### config.mk
export PLATFORM = sky130hd
export DESIGN_NAME = mux_scan
export DESIGN_NICKNAME = d
export VERILOG_FILES = /design/src/rtl/mux_pkg.sv /design/src/rtl/dwell_counter.sv /design/src/rtl/mux_scan.sv
export SDC_FILE = /design/constraint.sdc
export NUM_CORES = 1
export LEC_CHECK = 0
export CAP_MARGIN = 20
export CORE_AREA = 2 2 39 41
export DETAILED_ROUTE_END_ITERATION = 12
export DIE_AREA = 0 0 41 43
export GPL_ROUTABILITY_DRIVEN = 0
export PLACE_DENSITY = 0.6
export RECOVER_POWER = 25
export SLEW_MARGIN = 20
export SYNTH_ARGS = -nofsm -noshare
export SYNTH_HDL_FRONTEND = slang
export SYNTH_HIERARCHICAL = 1
export SYNTH_SLANG_ARGS = --single-unit
### constraint.sdc
create_clock -name clk -period 2.79 [get_ports clk]
set_clock_uncertainty 0.1 [all_clocks]
set_input_delay 0.837 -clock clk [delete_from_list [all_inputs] [get_ports clk]]
set_output_delay 0.837 -clock clk [all_outputs]
set_load 0.03 [all_outputs]
### src/rtl/mux_pkg.sv
// Shared constants and helpers for the scanning channel multiplexer.
package mux_pkg;

    localparam logic MODE_MANUAL = 1'b0;
    localparam logic MODE_SCAN   = 1'b1;

    // Ceiling log2; returns 0 for n <= 1, so callers clamp to a minimum width of 1.
    function automatic int clog2(input int n);
        int r;
        r = 0;
        while ((1 << r) < n) begin
            r = r + 1;
        end
        return r;
    endfunction

endpackage

### src/rtl/dwell_counter.sv
// Dwell timer: counts enabled cycles 0..DWELL-1 and flags the last one.
// Latency: tc is combinational from en and the registered count.
// Backpressure: none; en stalls the count, clr returns it to zero.
module dwell_counter
    import mux_pkg::*;
#(
    parameter int DWELL = 4,
    localparam int CW = (clog2(DWELL) > 1) ? clog2(DWELL) : 1
) (
    input  logic clk,
    input  logic reset,
    input  logic clr,
    input  logic en,
    output logic tc
);

    localparam logic [CW-1:0] CNT_LAST = CW'(DWELL - 1);

    logic [CW-1:0] cnt;

    assign tc = en && (cnt == CNT_LAST);

    always_ff @(posedge clk) begin
        if (reset || clr) begin
            cnt <= '0;
        end else if (en) begin
            cnt <= (cnt == CNT_LAST) ? '0 : cnt + 1'b1;
        end
    end

endmodule

### src/rtl/mux_scan.sv
// Registered N-channel mux with manual select or timed auto-scan, hold and wrap pulse.
// Latency: 1 cycle from data_in/sel/mode to out, cur_sel and wrap.
// Backpressure: none; data_in is sampled every edge, hold only freezes the scan position.
module mux_scan
    import mux_pkg::*;
#(
    parameter int WIDTH    = 1,
    parameter int CHANNELS = 4,
    parameter int DWELL    = 4,
    localparam int SELW    = (clog2(CHANNELS) > 1) ? clog2(CHANNELS) : 1
) (
    input  logic                      clk,
    input  logic                      reset,
    input  logic [CHANNELS*WIDTH-1:0] data_in,
    input  logic [SELW-1:0]           sel,
    input  logic                      mode,
    input  logic                      hold,
    output logic [WIDTH-1:0]          out,
    output logic [SELW-1:0]           cur_sel,
    output logic                      wrap
);

    // One extra bit so the channel count itself is representable when CHANNELS = 2**SELW.
    localparam logic [SELW:0]   CH_NUM  = (SELW + 1)'(CHANNELS);
    localparam logic [SELW-1:0] CH_LAST = SELW'(CHANNELS - 1);

    logic [SELW-1:0]  ch;
    logic [SELW-1:0]  ch_d;
    logic [WIDTH-1:0] out_d;
    logic             wrap_d;
    logic             scan_en;
    logic             tc;

    assign scan_en = (mode == MODE_SCAN) && !hold;

    dwell_counter #(
        .DWELL(DWELL)
    ) u_dwell (
        .clk   (clk),
        .reset (reset),
        .clr   (mode == MODE_MANUAL),
        .en    (scan_en),
        .tc    (tc)
    );

    always_comb begin
        ch_d   = ch;
        wrap_d = 1'b0;
        if (mode == MODE_MANUAL) begin
            if ({1'b0, sel} < CH_NUM) begin
                ch_d = sel;
            end
        end else if (tc) begin
            if (ch == CH_LAST) begin
                ch_d   = '0;
                wrap_d = 1'b1;
            end else begin
                ch_d = ch + 1'b1;
            end
        end
    end

    always_comb begin
        out_d = '0;
        for (int i = 0; i < CHANNELS; i++) begin
            if (ch_d == SELW'(i)) begin
                out_d = data_in[i*WIDTH +: WIDTH];
            end
        end
    end

    always_ff @(posedge clk) begin
        if (reset) begin
            ch   <= '0;
            out  <= '0;
            wrap <= 1'b0;
        end else begin
            ch   <= ch_d;
            out  <= out_d;
            wrap <= wrap_d;
        end
    end

    assign cur_sel = ch;

endmodule
==> metrics, run 1 <==
routed vias/inst between 4 and 5; most common cell after layout, fill and taps aside clkdlybuf4s50_1; fmax approximately 380 MHz; Initial Util 0.238; clk buf depth 2; Slew @ Worst Pin around 0.3 ns; VDD IR max roughly 0.19 mV; Final Max Tran Viols 0; fraction of layout cells with a size suffix above 1 0.204; unrepaired setup endpoints after global routing false; Logic pwr share 0.224; Mapped Cells 29; crit start category input pin; CP required approximately 2.8 ns; part of the cycle the worst path needs 0.947; routed wire length approximately 640 um; initial DRC count 2; CTS sink count 6; setup TNS 0 ns; nets@finish between 60 and 70; sw power roughly 58 uW; yosys warns 6; synthesized flop and latch total 6; GRT Util Overall 0.110; status finished, final reports clean; GRT Residual Overflow 0; CP endpoint kind flop; Place WS -0.136 ns; Leakage 0.000218 uW; WP data arrival roughly 2.7 ns; FP Rows 14; Post-Syn Nets 41; DR WL/cell slightly below 10 um; first-pass GRT wire length approximately 1200 um; Slew HR 0.795; post-route antenna net violation count 0; internal cell power approximately 170 uW; post-CTS sizing 0; CP max FO 3; DR pass1 iterations 2; clock slew at reported path FFs about 0.050 ns; number of port buffers 13; number of antenna diodes 0; sequential cell area fraction in the yosys report 0.365; Die Ht ~43 um; largest net degree at the start of global routing 7; Core Area roughly 0.0014 mm2; Max-cap violations 0; fillcell total between 100 and 150; CTS tree yes; Residual DRC 0; Die W 41 um; switching part of the total power 0.257; synthesized area per cell 11.3 um2; final hold slack between 0.4 and 0.5 ns; placed cell areas 509 um2; Num CTS Buffers 3; P&R area growth vs syn 60.5%; H-tree depth 1; Final WS setup ~0.15 ns; setup violators final 0; min Tclk post-route about 2.6 ns; vias in the first global route roughly 280; Post-Syn Area 329 um2; Power Density approximately 430 mW/mm2; share of power burned in registers 0.407; Final Instance Area 528 um2; Die Footprint roughly 0.0018 mm2; io pins 14; initial antenna violation count 0; Hold WC Path Type flop to flop; most frequent cells in the layout 13 x clkdlybuf4s50_1, 6 x dfxtp_1; Worst-Skew Late Latency around 0.25 ns; CTS Hold Bufs 0; Root Driver clkbuf_4; via count 281; Clock Power Share 0.369; Crit Path Class input pin to flop; Hold Vio Cnt, Final 0; Core Util, Final 0.382; post-synthesis cell type count 16; Post-DP HPWL between 500 and 600 um
kinds of logic after synthesis:
family / count (synthesis) / share of synthesized area
AND/OR/NAND/NOR: 12 / 0.228
buffers and inverters: 1 / 0.0114
flip-flops: 6 / 0.365
adder cells (fa/ha/maj): 2 / 0.0760
multiplexers: 5 / 0.171
AO/OA/AOI/OAI: 3 / 0.148
worst paths after layout:
check	slack, ns	from	endpoint	cells past startpoint
worst min register to register	0.41	u_dwell/cnt[0]$_SDFFE_PP0P_	u_dwell/cnt[0]$_SDFFE_PP0P_	2
worst max register to register	0.88	u_dwell/cnt[0]$_SDFFE_PP0P_	out$_SDFF_PP0_	6
worst min-delay path	0.41	u_dwell/cnt[0]$_SDFFE_PP0P_	u_dwell/cnt[0]$_SDFFE_PP0P_	2
worst max-delay path	0.15	mode	out$_SDFF_PP0_	8
cells in the mapped netlist:
master     count  share of area
o2bb2ai_2      1          0.046
a31oi_4        1          0.065
and4b_1        1          0.030
nor2b_1        1          0.019
or3b_1         2          0.053
mux2_4         1          0.046
nor3_1         1          0.015
mux2_1         1          0.034
nor2_1         3          0.034
nand2b_1       3          0.057
inv_1          1          0.011
and2_1         1          0.019
ha_1           2          0.076
a211oi_2       1          0.038
dfxtp_1        6           0.37
mux2i_1        3          0.091
repair_timing:
item | in CTS | in global routing
setup buffers | 0 | 0
endpoints found under the setup margin | 0 | 1
hold endpoints to repair | 0 | 0
metrics by stage:
stage               cells  total power, uW
floorplan              29              119
global placement       62              146
detailed placement     62              146
CTS                    65              233
global route           65              246
finish                 65              227
power by group through the flow:
stage / sequential, uW / clock (uW) / combinational (uW)
5_1_grt: 92.7 / 97.9 / 55.4
6_report: 92.3 / 83.6 / 50.8
4_1_cts: 92.2 / 89.0 / 52.1
2_1_floorplan: 100 / 0 / 18.6
3_5_place_dp: 93.9 / 0 / 51.7
3_3_place_gp: 93.9 / 0 / 51.7
cell type report:
type	instances	area [um2]	share of cell area
multi-input combinational	22	205	0.389
sequential	6	120	0.227
clock buffer	3	22.5	0.0427
inverter	1	3.75	0.00711
tap	16	20.0	0.0379
timing repair buffer	17	156	0.296
routing by layer:
metal	up-vias	share of wire	routed length, um	global-route usage
li1	146	-	-	-
met1	117	0.42	270	0.116
met2	13	0.43	277	0.138
met3	5	0.096	61	0.0942
met4	0	0.042	27	0.0800
met5	-	0	0	0
critical path, stage by stage:
cell	delay [ns]
clkdlybuf4s50_1	0.47
inv_1	0.06
nor2_1	0.12
and2_0	0.16
or3b_1	0.40
a31oi_4	0.20
mux2_4	0.33
o2bb2ai_2	0.12
registers in the layout, indices dropped and copies added (netlist names):
name and flops:
wrap 1, cur_sel 2, out 1, u_dwell/cnt 2
Power figures use the tool's default switching activity.
==> inputs of run 2 (changes only) <==
--- a/config.mk
+++ b/config.mk
@@ -7,11 +7,13 @@
 export LEC_CHECK = 0
 export CAP_MARGIN = 20
 export CORE_AREA = 2 2 39 41
+export CTS_BUF_LIST = sky130_fd_sc_hd__clkbuf_4
 export DETAILED_ROUTE_END_ITERATION = 12
 export DIE_AREA = 0 0 41 43
 export GPL_ROUTABILITY_DRIVEN = 0
-export PLACE_DENSITY = 0.6
+export PLACE_DENSITY = 0.59
 export RECOVER_POWER = 25
+export REMOVE_ABC_BUFFERS = 1
 export SLEW_MARGIN = 20
 export SYNTH_ARGS = -nofsm -noshare
 export SYNTH_HDL_FRONTEND = slang
==> metrics, run 2 (same netlist as run 1, synthesis figures left out) <==
status finished, final reports clean; Root Driver clkbuf_4; DR WL/cell around 10 um; crit start category input pin; first-pass GRT wire length ~1100 um; most frequent cells in the layout 13 x clkdlybuf4s50_1, 6 x dfxtp_1; Place WS -0.167 ns; Final WS setup 0.122 ns; number of antenna diodes 0; fin cells between 60 and 70; Logic pwr share 0.228; Hold EP u_dwell/cnt[0]$_SDFFE_PP0P_; CP max FO 3; RR Endpoint out$_SDFF_PP0_; GRT Residual Overflow 0; Core Area roughly 0.0014 mm2; Num CTS Buffers 3; CTS tree yes; r2r setup slk roughly 0.89 ns; Leakage 0.000219 uW; final hold slack 0.412 ns; Clock Power Share 0.361; sw power 55.8 uW; Hold WC Path Type flop to flop; Initial Util 0.238; DR pass1 iterations 2; initial DRC count 2; worst hold stages 2; Die Footprint approximately 0.0018 mm2; fmax 375 MHz; P&R area growth vs syn 60.5%; Hold Vio Cnt, Final 0; hold path start u_dwell/cnt[0]$_SDFFE_PP0P_; CP endpoint kind flop; Reg2Reg Depth 6; H-tree depth 1; Die W roughly 40 um; Post-DP HPWL between 500 and 600 um; Die Ht approximately 43 um; Power Density about 420 mW/mm2; vias in the first global route about 280; FF-to-FF Start u_dwell/cnt[0]$_SDFFE_PP0P_; fraction of layout cells with a size suffix above 1 0.204; Slew @ Worst Pin roughly 0.32 ns; routed wire length around 650 um; post-route antenna net violation count 0; io pins 14; GRT Util Overall 0.0894; Residual DRC 0; FP Rows 14; part of the cycle the worst path needs 0.956; post-CTS sizing 0; Core Util, Final 0.382; Worst-Skew Late Latency roughly 0.24 ns; fillcell total 140; initial antenna violation count 0; VDD IR max approximately 0.19 mV; share of power burned in registers 0.412; number of port buffers 13; Max-cap violations 0; CTS Hold Bufs 0; Final Instance Area approximately 530 um2; min Tclk post-route around 2.7 ns; routed vias/inst ~4.4; CTS sink count 6; unrepaired setup endpoints after global routing false; most common cell after layout, fill and taps aside clkdlybuf4s50_1; via count roughly 290; clk buf depth 2; switching part of the total power 0.249; Post-CTS Setup Bufs 0; WP data arrival ~2.7 ns; placed cell areas approximately 510 um2; placed cells 62; internal cell power 168 uW; nets@finish 63; largest net degree at the start of global routing 7; clock slew at reported path FFs approximately 0.050 ns; CP required approximately 2.8 ns; setup violators final 0; Slew HR 0.788; Final Max Tran Viols 0; Crit Path Class input pin to flop
## run 2: cell counts in the layout (fill, tap and decap cells not counted)
No cell type changed its count.
## run 2: worst max-delay path, cell delays in order
cell and delay (ns):
clkdlybuf4s50_1 0.47, inv_1 0.05, nor2_1 0.14, and2_1 0.16, or3b_1 0.39, a31oi_4 0.20, mux2_4 0.32, o2bb2ai_2 0.11
## run 2: final cells by class
cell class	instances	area, um2	share of cell area
multi-input combinational	22	205	0.389
timing repair buffer	17	156	0.296
sequential	6	120	0.227
clock buffer	3	22.5	0.0427
tap	16	20.0	0.0379
inverter	1	3.75	0.00711
## run 2: metrics by stage
stage | TNS (ns) | power, uW
2_1_floorplan | 0 | 119
3_3_place_gp | -0.150 | 146
3_5_place_dp | -0.167 | 146
4_1_cts | 0 | 230
5_1_grt | 0 | 239
6_report | 0 | 224
## run 2: power by group through the flow
| stage | sequential (uW) | clock (uW) | combinational [uW] |
|---|---|---|---|
| 2_1_floorplan | 100 | 0 | 18.6 |
| 3_3_place_gp | 93.9 | 0 | 51.9 |
| 3_5_place_dp | 93.8 | 0 | 52.1 |
| 4_1_cts | 92.2 | 85.3 | 52.3 |
| 5_1_grt | 92.5 | 90.3 | 55.8 |
| 6_report | 92.2 | 80.8 | 51.0 |
## run 2: worst max-delay path by stage
stage,start,to,slack [ns]
2_1_floorplan,mode,out$_SDFF_PP0_,0.32
3_3_place_gp,mode,out$_SDFF_PP0_,-0.15
6_report,mode,out$_SDFF_PP0_,0.12
4_1_cts,mode,out$_SDFF_PP0_,0.07
5_1_grt,mode,out$_SDFF_PP0_,0.02
3_5_place_dp,mode,out$_SDFF_PP0_,-0.17
## run 2: per-layer routing
metal | routed length [um] | track usage | share of wire
met5 | 0 | 0 | 0
met4 | 0 | 0.0400 | 0
met3 | 66 | 0.0471 | 0.10
met2 | 289 | 0.128 | 0.44
met1 | 295 | 0.106 | 0.45
==> inputs of run 3 (changes only) <==
--- a/config.mk
+++ b/config.mk
@@ -7,7 +7,7 @@
 export LEC_CHECK = 0
 export CAP_MARGIN = 20
 export CORE_AREA = 2 2 39 41
-export CTS_BUF_LIST = sky130_fd_sc_hd__clkbuf_4
+export CTS_BUF_LIST = sky130_fd_sc_hd__clkbuf_8
 export DETAILED_ROUTE_END_ITERATION = 12
 export DIE_AREA = 0 0 41 43
 export GPL_ROUTABILITY_DRIVEN = 0
==> constraint.sdc (replaced) <==
create_clock -name clk -period 2.79 [get_ports clk]
set_clock_uncertainty 0.1 [all_clocks]
set_input_delay 0.837 -clock clk [delete_from_list [all_inputs] [get_ports clk]]
set_output_delay 0.837 -clock clk [all_outputs]
set_load 0.005 [all_outputs]
==> metrics, run 3 (same netlist as run 1, synthesis figures left out) <==
internal cell power roughly 210 uW; Post-CTS Setup Bufs 0; fraction of layout cells with a size suffix above 1 0.204; Hold Vio Cnt, Final 0; CTS tree yes; share of power burned in registers 0.347; vias in the first global route approximately 280; CTS sink count 6; Root Driver clkbuf_8; Hold WC Path Type flop to flop; DR WL/cell between 10 and 15 um; Final WS setup around 0.12 ns; Leakage between 0.0002 and 0.00025 uW; final hold slack 0.408 ns; Core Area about 0.0014 mm2; DR pass1 iterations 2; Initial Util 0.238; Slew @ Worst Pin 0.249 ns; Logic pwr share 0.165; Core Util, Final 0.395; Residual DRC 0; CP max FO 3; most frequent cells in the layout 12 x clkdlybuf4s50_1, 6 x dfxtp_1; part of the cycle the worst path needs 0.957; routed vias/inst roughly 4.4; Place WS -0.167 ns; nets@finish between 60 and 70; initial DRC count 1; number of antenna diodes 0; GRT Util Overall 0.100; fin cells 65; fmax between 300 and 400 MHz; Final Max Tran Viols 0; first-pass GRT wire length 1070 um; Critical Path Slowest Stage Cell clkdlybuf4s50_1; largest net degree at the start of global routing 7; FP Rows 14; Slew HR 0.834; clock slew at reported path FFs approximately 0.040 ns; CP required around 2.8 ns; post-CTS sizing 0; GRT Residual Overflow 0; Num CTS Buffers 3; VDD IR max 0.173 mV; Worst-Skew Late Latency around 0.22 ns; placed cells 62; switching part of the total power 0.205; Crit Path Class input pin to flop; routed wire length 660 um; Reg area ~120 um2; CTS Hold Bufs 0; Critical Path Max Stage Delay 0.47 ns; setup violators final 0; crit start category input pin; Power Density a little under 500 mW/mm2; Die Footprint approximately 0.0018 mm2; P&R area growth vs syn 66.2%; min Tclk post-route between 2 and 3 ns; Clock Power Share 0.488; initial antenna violation count 0; CP endpoint kind flop; Die Ht 43 um; crit-path cells clkdlybuf4s50_1, inv_1, nor2_1, and2_1, or3b_1, a31oi_4, mux2_4, o2bb2ai_2; H-tree depth 1; CP bufs+invs 2; most common cell after layout, fill and taps aside clkdlybuf4s50_1; fillcell total 144; Die W approximately 41 um; sw power between 50 and 60 uW; io pins 14; Post-DP HPWL approximately 520 um; Max-cap violations 0; clk buf depth 2; number of port buffers 13; unrepaired setup endpoints after global routing false; delay-heaviest family, CP simple AND/OR/NAND/NOR gates; via count about 290; post-route antenna net violation count 0; multi-input logic area 205 um2; WP data arrival roughly 2.7 ns; status finished, final reports clean
-- run 3: worst paths after layout --
check | start | slack [ns] | end | cells after the start
setup / recovery | mode | 0.12 | out$_SDFF_PP0_ | 8
hold / removal | u_dwell/cnt[0]$_SDFFE_PP0P_ | 0.41 | u_dwell/cnt[0]$_SDFFE_PP0P_ | 2
setup reg to reg | u_dwell/cnt[0]$_SDFFE_PP0P_ | 0.90 | out$_SDFF_PP0_ | 6
hold reg to reg | u_dwell/cnt[0]$_SDFFE_PP0P_ | 0.41 | u_dwell/cnt[0]$_SDFFE_PP0P_ | 2
-- run 3: layer usage --
metal,track usage,wire length [um],part of all wire
met4,0.100,21,0.032
met1,0.106,282,0.43
met5,0,0,0
met3,0.0628,85,0.13
met2,0.125,270,0.41
-- run 3: through the flow --
| stage | instance area (um2) | total power (uW) | TNS (ns) |
|---|---|---|---|
| after floorplan | 329 | 113 | 0 |
| after global placement | 509 | 139 | -0.150 |
| after detailed placement | 509 | 140 | -0.167 |
| after CTS | 551 | 273 | 0 |
| after global routing | 547 | 283 | 0 |
| final | 547 | 267 | 0 |
-- run 3: power groups by stage --
stage | Sequential (uW) | Combinational, uW | Clock (uW)
2_1_floorplan | 93.9 | 18.6 | 0
3_3_place_gp | 93.9 | 45.5 | 0
3_5_place_dp | 93.8 | 45.8 | 0
4_1_cts | 92.6 | 45.9 | 135
5_1_grt | 92.9 | 49.0 | 141
6_report | 92.4 | 44.0 | 130
-- run 3: layout make-up --
| class | count | area share |
|---|---|---|
| Clock buffer | 3 | 0.0755 |
| Tap cell | 16 | 0.0366 |
| Timing Repair Buffer | 17 | 0.286 |
| Inverter | 1 | 0.00686 |
| Sequential cell | 6 | 0.220 |
| Multi-Input combinational cell | 22 | 0.375 |
-- run 3: worst reg2reg max path, cell delays in order (launching register included) --
cell and delay [ns]:
dfxtp_1 0.34, ha_1 0.17, and2_1 0.14, or3b_1 0.39, a31oi_4 0.20, mux2_4 0.32, o2bb2ai_2 0.11
